$ cat src/rtl/mips32_pkg.sv
// Shared mips32 definitions: fetch FSM states, NOP encoding, default reset PC.
package mips32_pkg;

   localparam int unsigned XLEN = 32;
   localparam logic [XLEN-1:0] DEFAULT_RESET_PC = 32'h0000_0000;
   localparam logic [XLEN-1:0] NOP = 32'h0000_0000;
   localparam logic [XLEN-1:0] INST_BYTES = 32'd4;

   typedef enum logic [1:0] {
      BOOT = 2'd0,
      REQ  = 2'd1,
      HOLD = 2'd2
   } fetchState_t;

   // Sequential fetch address; modulo 2^32 so 32'hFFFF_FFFC wraps to 0.
   function automatic logic [XLEN-1:0] nextPc(input logic [XLEN-1:0] pc);
      return XLEN'(pc + INST_BYTES);
   endfunction

endpackage

$ cat src/rtl/mips32_fetch_unit_if.sv
// Instruction-memory request/ready channel between fetch (master) and imem (slave).
interface mips32_fetch_unit_if;
   import mips32_pkg::*;

   logic            imem_req;
   logic [XLEN-1:0] imem_addr;
   logic            imem_ready;
   logic [XLEN-1:0] imem_rdata;

   modport master (output imem_req, imem_addr, input imem_ready, imem_rdata);
   modport slave  (input imem_req, imem_addr, output imem_ready, imem_rdata);

endinterface

$ cat src/rtl/mips32_fetch_hold_buf.sv
// One-entry buffer parking a fetched word and its next-PC while the pipeline is stalled.
module mips32_fetch_hold_buf
   import mips32_pkg::*;
(
   input  logic            clk,
   input  logic            rst,
   input  logic            load,
   input  logic            drain,
   input  logic            clear,
   input  logic [XLEN-1:0] instIn,
   input  logic [XLEN-1:0] pcIn,
   output logic            full,
   output logic [XLEN-1:0] holdInst,
   output logic [XLEN-1:0] holdPc
);

   // Clear (redirect) wins over load; payload is left stale once emptied.
   always_ff @(posedge clk) begin
      if (rst) begin
         full     <= 1'b0;
         holdInst <= NOP;
         holdPc   <= '0;
      end else if (clear) begin
         full <= 1'b0;
      end else if (load) begin
         full     <= 1'b1;
         holdInst <= instIn;
         holdPc   <= pcIn;
      end else if (drain) begin
         full <= 1'b0;
      end
   end

endmodule

$ cat src/rtl/mips32_fetch_unit.sv
// mips32 instruction-fetch stage: PC, imem handshake, stall hold buffer, redirect flush.
// Optional macro FETCH_ALIGN_CHECK_EN: misaligned redirects raise sticky fetch_exc and park.
module mips32_fetch_unit
   import mips32_pkg::*;
#(
   parameter logic [XLEN-1:0] RESET_PC = DEFAULT_RESET_PC
)
(
   input  logic                       clk,
   input  logic                       rst,
   input  logic                       stall,
   input  logic                       branch_taken,
   input  logic [XLEN-1:0]            branch_target,
   mips32_fetch_unit_if.master        imem,
   output logic [XLEN-1:0]            pc_out,
   output logic [XLEN-1:0]            inst_out,
   output logic                       valid_out
`ifdef FETCH_ALIGN_CHECK_EN
   ,
   output logic                       fetch_exc
`endif
);

   fetchState_t     state;
   logic [XLEN-1:0] pc;
   logic [XLEN-1:0] pcPlus4;
   logic [XLEN-1:0] redirectPc;
   logic            redirectOk;
   logic            parked;
   logic            holdLoad;
   logic            holdDrain;
   logic            holdClear;
   logic            holdFull;
   logic [XLEN-1:0] holdInst;
   logic [XLEN-1:0] holdPc;

   // Next-address arithmetic and hold-buffer control derived from current state.
   always_comb begin
      pcPlus4    = nextPc(pc);
      redirectPc = branch_target & ~XLEN'(32'h3);
      redirectOk = 1'b1;
      parked     = 1'b0;
`ifdef FETCH_ALIGN_CHECK_EN
      redirectOk = (branch_target[1:0] == 2'b00);
      parked     = fetch_exc;
`endif
      holdLoad  = (state == REQ) && imem.imem_ready && stall && !branch_taken;
      holdDrain = (state == HOLD) && !stall && !branch_taken;
      holdClear = branch_taken;
   end

   mips32_fetch_hold_buf u_holdBuf (
      .clk      (clk),
      .rst      (rst),
      .load     (holdLoad),
      .drain    (holdDrain),
      .clear    (holdClear),
      .instIn   (imem.imem_rdata),
      .pcIn     (pcPlus4),
      .full     (holdFull),
      .holdInst (holdInst),
      .holdPc   (holdPc)
   );

   // Fetch FSM with registered request and IF/ID outputs; redirect beats stall and ready.
   always_ff @(posedge clk) begin
      if (rst) begin
         state          <= BOOT;
         pc             <= RESET_PC;
         pc_out         <= '0;
         inst_out       <= NOP;
         valid_out      <= 1'b0;
         imem.imem_req  <= 1'b0;
         imem.imem_addr <= RESET_PC;
`ifdef FETCH_ALIGN_CHECK_EN
         fetch_exc      <= 1'b0;
`endif
      end else if (branch_taken) begin
         inst_out  <= NOP;
         valid_out <= 1'b0;
`ifdef FETCH_ALIGN_CHECK_EN
         fetch_exc <= !redirectOk;
`endif
         if (redirectOk) begin
            pc             <= redirectPc;
            state          <= REQ;
            imem.imem_req  <= 1'b1;
            imem.imem_addr <= redirectPc;
         end else begin
            state         <= BOOT;
            imem.imem_req <= 1'b0;
         end
      end else begin
         unique case (state)
            BOOT: begin
               if (!stall) begin
                  inst_out  <= NOP;
                  valid_out <= 1'b0;
               end
               if (!parked) begin
                  state          <= REQ;
                  imem.imem_req  <= 1'b1;
                  imem.imem_addr <= pc;
               end
            end
            REQ: begin
               if (imem.imem_ready) begin
                  pc             <= pcPlus4;
                  imem.imem_addr <= pcPlus4;
                  if (stall) begin
                     state         <= HOLD;
                     imem.imem_req <= 1'b0;
                  end else begin
                     pc_out    <= pcPlus4;
                     inst_out  <= imem.imem_rdata;
                     valid_out <= 1'b1;
                  end
               end else if (!stall) begin
                  inst_out  <= NOP;
                  valid_out <= 1'b0;
               end
            end
            HOLD: begin
               if (!stall) begin
                  state          <= REQ;
                  imem.imem_req  <= 1'b1;
                  imem.imem_addr <= pc;
                  if (holdFull) begin
                     pc_out    <= holdPc;
                     inst_out  <= holdInst;
                     valid_out <= 1'b1;
                  end else begin
                     inst_out  <= NOP;
                     valid_out <= 1'b0;
                  end
               end
            end
            default: state <= BOOT;
         endcase
      end
   end

endmodule

$ cat src/flat_wrapper.sv
// flat-port wrapper written by rule: the top's interface ports become plain ports
module mips32_fetch_unit_flat import mips32_pkg::*;
#(
   parameter logic [XLEN-1:0] RESET_PC = DEFAULT_RESET_PC
)
  (clk, rst, stall, branch_taken, branch_target, pc_out, inst_out, valid_out, imem_imem_req, imem_imem_addr, imem_imem_ready, imem_imem_rdata);
  mips32_fetch_unit_if imem_i ();
  input  logic clk;
  input  logic rst;
  input  logic stall;
  input  logic branch_taken;
  input  logic [XLEN-1:0] branch_target;
  output logic [XLEN-1:0] pc_out;
  output logic [XLEN-1:0] inst_out;
  output logic valid_out;
  output wire logic [$bits(imem_i.imem_req)-1:0] imem_imem_req;
  output wire logic [$bits(imem_i.imem_addr)-1:0] imem_imem_addr;
  input wire logic [$bits(imem_i.imem_ready)-1:0] imem_imem_ready;
  input wire logic [$bits(imem_i.imem_rdata)-1:0] imem_imem_rdata;
  assign imem_imem_req = imem_i.imem_req;
  assign imem_imem_addr = imem_i.imem_addr;
  assign imem_i.imem_ready = imem_imem_ready;
  assign imem_i.imem_rdata = imem_imem_rdata;
  mips32_fetch_unit #(.RESET_PC(RESET_PC)) u_core (.clk(clk), .rst(rst), .stall(stall), .branch_taken(branch_taken), .branch_target(branch_target), .imem(imem_i), .pc_out(pc_out), .inst_out(inst_out), .valid_out(valid_out));
endmodule
$ cat config.mk
export PLATFORM = sky130hd
export DESIGN_NAME = mips32_fetch_unit_flat
export DESIGN_NICKNAME = d
export VERILOG_FILES = /design/src/rtl/mips32_pkg.sv /design/src/rtl/mips32_fetch_unit_if.sv /design/src/rtl/mips32_fetch_hold_buf.sv /design/src/rtl/mips32_fetch_unit.sv /design/src/flat_wrapper.sv
export SDC_FILE = /design/constraint.sdc
export NUM_CORES = 1
export LEC_CHECK = 0
export CAP_MARGIN = 25
export CORE_UTILIZATION = 35
export CTS_BUF_LIST = sky130_fd_sc_hd__clkbuf_8
export DETAILED_ROUTE_END_ITERATION = 16
export GPL_TIMING_DRIVEN = 0
export PLACE_DENSITY_LB_ADDON = 0.05
export SLEW_MARGIN = 20
export SYNTH_ARGS = -nofsm -noshare
export SYNTH_HDL_FRONTEND = slang
export SYNTH_HIERARCHICAL = 1
export SYNTH_SLANG_ARGS = --single-unit
$ cat constraint.sdc
create_clock -name clk -period 4.7 [get_ports clk]
set_input_delay 0.705 -clock clk [delete_from_list [all_inputs] [get_ports clk]]
set_output_delay 0.705 -clock clk [all_outputs]
set_load 0.01 [all_outputs]
==> parameters.txt <==
Parameter                              Value

Timing
  Sum of negative setup slack ... 0 ns
  Worst clock skew on the final layout ... 0.02290 ns
  Post-route minimum period ... 3.400 ns
  Headroom to the max-slew limit ... 29.85%
  Setup Viol. Count Final ... 0
  Slew at the pin closest to its max-slew limit ... ~1.0 ns
  Setup repair after global routing missed its margin ... no
  Final-report hold violation count ... 0
  Final count of pins violating max slew ... 0
  Max Clk Rate ... slightly below 300 MHz
  Final worst-path cycle share ... between 70 and 80%

Floorplanning
  Die Height ... ~170 µm
  Core area ... about 29000 µm²
  Row cnt ... 62
  Effective utilization at floorplan ... 35.76%
  I/O Pins ... 167
  Die width ... roughly 170 µm
  Die area ... ~30000 µm²

Global route
  Remaining global-route overflow ... 0
  Largest net degree at the start of global routing ... 19
  Vias in the first global route ... between 9000 and 10000
  Initial antenna violation count ... 1
  Global-route wire length before repair ... 57.54 mm
  GRT Total Usage ... 24.94%

Power and ir drop
  Sequential fraction of design power ... 48.7%
  Clock share of power ... between 30% and 40%
  Power per unit of standard cell area ... 278.9 nW/µm²
  Switching Power ... 1.109 mW
  Internal portion of total power ... about 2.5 mW
  Net Sw Frac ... 31.03%
  VDD IR max ... just over 0.0002 V
  Overall Power ... 3.574 mW
  Leakage power figure ... roughly 4.4 nW
  Fraction of power consumed by combinational cells ... 18.7%

Clock tree
  Level count of the clock H-tree ... 4
  Later-pin clock latency in the skew report ... 0.47 ns
  Bufs on Longest Clock Path ... 2
  Number of sinks driven by the clock tree ... a little under 200
  Number of buffers added by the clock tree synthesis step ... 17
  Post-CTS Setup Repair Bufs ... 0
  Clk root buf ... sky130_fd_sc_hd__clkbuf_8
  Count of cells resized by post-cts repair ... 0
  Clock-pin slew reported for the worst setup and hold paths after clock tree synthesis ... around 0.10 ns
  Clock tree from TritonCTS ... built
  Number of buffers inserted by hold repair at cts ... 0

Worst setup path
  Cell type of the slowest stage on the worst timing path ... sky130_fd_sc_hd__clkdlybuf4s50_1
  Family of cells with the greatest summed delay on the critical path ... buffers and inverters
  Worst stage delay on the critical path ... 0.70 ns
  Critical Setup Path Class ... input port to register
  FF-to-FF setup slack ... 1.63 ns
  Sequence of cells on the critical path ... clkdlybuf4s50_1, clkbuf_1, buf_1, buf_1, nor2_1, buf_4, buf_2, nand4bb_1, o21ai_2
  Arrival time reported for the critical path endpoint ... 3.76 ns
  Most used cell, CP ... sky130_fd_sc_hd__buf_1
  Critical Path Sink Type ... register
  Maximum net fanout on the critical path ... 10
  Data required, critical path ... 5.06 ns
  Crit path buffers/inverters ... 6
  Kind of start point of the critical path ... input port

Drt
  Final antenna-violating net count ... 0
  Overall routed net length ... roughly 37 mm
  Initial detailed-routing violation count ... 596
  Post-detailed-route DRC marker count ... 0
  Routed vias/inst ... 5.453
  Post-DR wirelength/cell ... approximately 21 µm
  DR vias ... 9581
  Pre-antenna DRT Iters ... 7

Status
  Outcome ... finished, final reports clean

Yosys
  Share of synthesized flip-flops with an asynchronous set or reset ... 0%
  Post-synthesis sequential area ratio ... 37.54%
  Commonest register cell after synthesis ... sky130_fd_sc_hd__dfxtp_1
  Number of flops mapped to enable cells by yosys ... 0
  Synth Warn # ... 6
  Synthesized instance count ... 1177
  Mean post-synth cell area ... around 9 µm²
  Cell variety after synth ... a little over 70
  Synth Register Bits ... 193
  Netlist Area Pre-Place ... a little over 10000 µm²

Placement
  Buffers on Ports ... between 150 and 200
  Detail Placement HPWL ... 27.43 mm
  Final RePlAce weighted congestion ... 0.8775

Finish
  Layout overhead on the synthesized area ... 24.50%
  Proportion of layout cells with a drive suffix above 1 ... 11.95%
  Fin nets ... 1434

Worst hold path
  Hold WC Path Type ... register to register

Flow run
  Max capacitance violation total ... 0
[worst reg2reg max path, cell delays in order (launching register included)]
cell and delay (ns):
sky130_fd_sc_hd__dfxtp_1 0.40, sky130_fd_sc_hd__inv_1 0.08, sky130_fd_sc_hd__ha_1 0.25, sky130_fd_sc_hd__clkbuf_1 0.30
sky130_fd_sc_hd__a221oi_1 0.71, sky130_fd_sc_hd__clkbuf_1 0.49, sky130_fd_sc_hd__buf_2 0.38, sky130_fd_sc_hd__nand3_1 0.15
sky130_fd_sc_hd__a31oi_1 0.23
[logic make-up after synthesis]
| kind of cell | after synthesis | share of synthesized area [%] |
|---|---|---|
| fa+ha+maj | 5 | 0.6079 |
| buf+inv | 142 | 7.064 |
| simple gates | 453 | 27.04 |
| compound gates | 325 | 22.75 |
| mux | 2 | 0.1945 |
| other cells | 1 | 0.03644 |
| flops | 193 | 37.54 |
| xor+xnor | 56 | 4.766 |
[final cells by class]
type,instances,area [µm²]
sequential,193,3864
fill,2928,15970
clock buffer,17,234.0
buffer,125,663.1
timing repair buffer,161,1612
multi-input combinational,845,5712
inverter,17,63.81
antenna,1,2.502
clock inverter,14,181.4
tap,384,480.5
[stage by stage]
stage | utilization (%) | hold WS (ns) | setup slack [ns] | cells | cell area, µm²
floorplan | - | 0.4415 | 2.423 | 1180 | 10300
global placement | 43.07 | 0.4459 | 0.8125 | 1725 | 12390
detailed placement | 43.07 | 0.4474 | 0.7977 | 1725 | 12390
CTS | 44.51 | 0.4636 | 1.315 | 1756 | 12810
global route | 44.51 | 0.4831 | 1.189 | 1756 | 12810
finish | 44.52 | 0.4579 | 1.300 | 1757 | 12810
[state kept, by name, indices dropped and copies added (netlist names)]
register / flops
u_core/pc_out: 32
u_core/valid_out: 1
u_core/imem.imem_req: 1
u_core/u_holdBuf/holdInst: 32
u_core/imem.imem_addr: 30
u_core/state: 2
u_core/u_holdBuf/full: 1
u_core/pc: 30
u_core/inst_out: 32
u_core/u_holdBuf/holdPc: 32
[final timing paths]
check / start / cells past startpoint / to
worst max register to register: u_core/state[1] / 8 / u_core/pc_out[25]
worst max-delay path: branch_taken / 9 / u_core/u_holdBuf/holdPc[24]
worst min-delay path: u_core/pc_out[5] / 2 / u_core/pc_out[5]
worst min register to register: u_core/pc_out[5] / 2 / u_core/pc_out[5]
[placed cells by master, fill, tap and decap left out, drive strengths merged, types with 6 or more instances in the layout]
master and n:
nand2 89, nand4 20, a31oi 13, nand3 29
and3 14, xnor2 23, or2 7, nand4bb 64
nor4 16, xor2 33, a311oi 6, a22o 34
or3 9, a21boi 11, o22ai 13, nand2b 81
and2 8, o211ai 16, inv 22, clkinv 6
clkbuf 86, nor3 20, a22oi 33, a211oi 8
nor2b 12, o21a 15, buf 56, o21ai 99
dfxtp 193, nor2 73, clkdlybuf4s50 161, a21oi 53
[power groups by stage]
stage	clock (mW)	combinational, mW	sequential, mW
2_1_floorplan	0	0.345	1.78
3_3_place_gp	0	0.667	1.78
3_5_place_dp	0	0.666	1.78
4_1_cts	1.21	0.668	1.74
5_1_grt	1.26	0.719	1.75
6_report	1.17	0.669	1.74
[cells in the mapped netlist, types with 3 or more instances]
master	instances	area share, %
sky130_fd_sc_hd__nor4_1	13	0.79
sky130_fd_sc_hd__o41ai_1	5	0.43
sky130_fd_sc_hd__o22ai_1	13	0.79
sky130_fd_sc_hd__a311oi_1	6	0.51
sky130_fd_sc_hd__xor2_1	33	2.8
sky130_fd_sc_hd__buf_4	11	0.80
sky130_fd_sc_hd__or3_1	7	0.43
sky130_fd_sc_hd__o21ai_1	5	0.24
sky130_fd_sc_hd__nor2b_1	11	0.67
sky130_fd_sc_hd__dfxtp_1	193	38
sky130_fd_sc_hd__nand4bb_1	64	7.0
sky130_fd_sc_hd__clkbuf_1	68	2.5
sky130_fd_sc_hd__nand2_1	88	3.2
sky130_fd_sc_hd__o221ai_1	4	0.34
sky130_fd_sc_hd__or2_2	5	0.30
sky130_fd_sc_hd__nand4_1	17	1.0
sky130_fd_sc_hd__nor3_1	19	0.92
sky130_fd_sc_hd__a21oi_1	52	2.5
sky130_fd_sc_hd__buf_1	6	0.22
sky130_fd_sc_hd__a22oi_1	33	2.4
sky130_fd_sc_hd__buf_12	6	1.2
sky130_fd_sc_hd__and4_1	3	0.26
sky130_fd_sc_hd__o21a_1	15	1.1
sky130_fd_sc_hd__ha_1	5	0.61
sky130_fd_sc_hd__a211oi_1	8	0.58
sky130_fd_sc_hd__xnor2_1	23	2.0
sky130_fd_sc_hd__o31ai_1	3	0.22
sky130_fd_sc_hd__or4_1	4	0.29
sky130_fd_sc_hd__buf_2	31	1.5
sky130_fd_sc_hd__a31oi_1	13	0.79
sky130_fd_sc_hd__and3_1	14	0.85
sky130_fd_sc_hd__o21ai_2	60	5.1
sky130_fd_sc_hd__nand2b_1	81	4.9
sky130_fd_sc_hd__and2_1	7	0.43
sky130_fd_sc_hd__o21ai_0	34	1.7
sky130_fd_sc_hd__nor2_1	73	2.7
sky130_fd_sc_hd__nor4_2	3	0.36
sky130_fd_sc_hd__a22o_1	34	2.9
sky130_fd_sc_hd__inv_1	15	0.55
sky130_fd_sc_hd__o211ai_1	16	1.2
sky130_fd_sc_hd__a21boi_0	9	0.66
sky130_fd_sc_hd__nand3_1	28	1.4
[metal layers]
layer	track usage (%)	vias up	part of all wire, %
met5	0	-	0
met4	10.18	0	3.7
met3	4.145	54	5.8
met2	40.86	327	47
met1	32.47	4590	44
li1	-	4610	-
(Power assumes the default switching activity.)
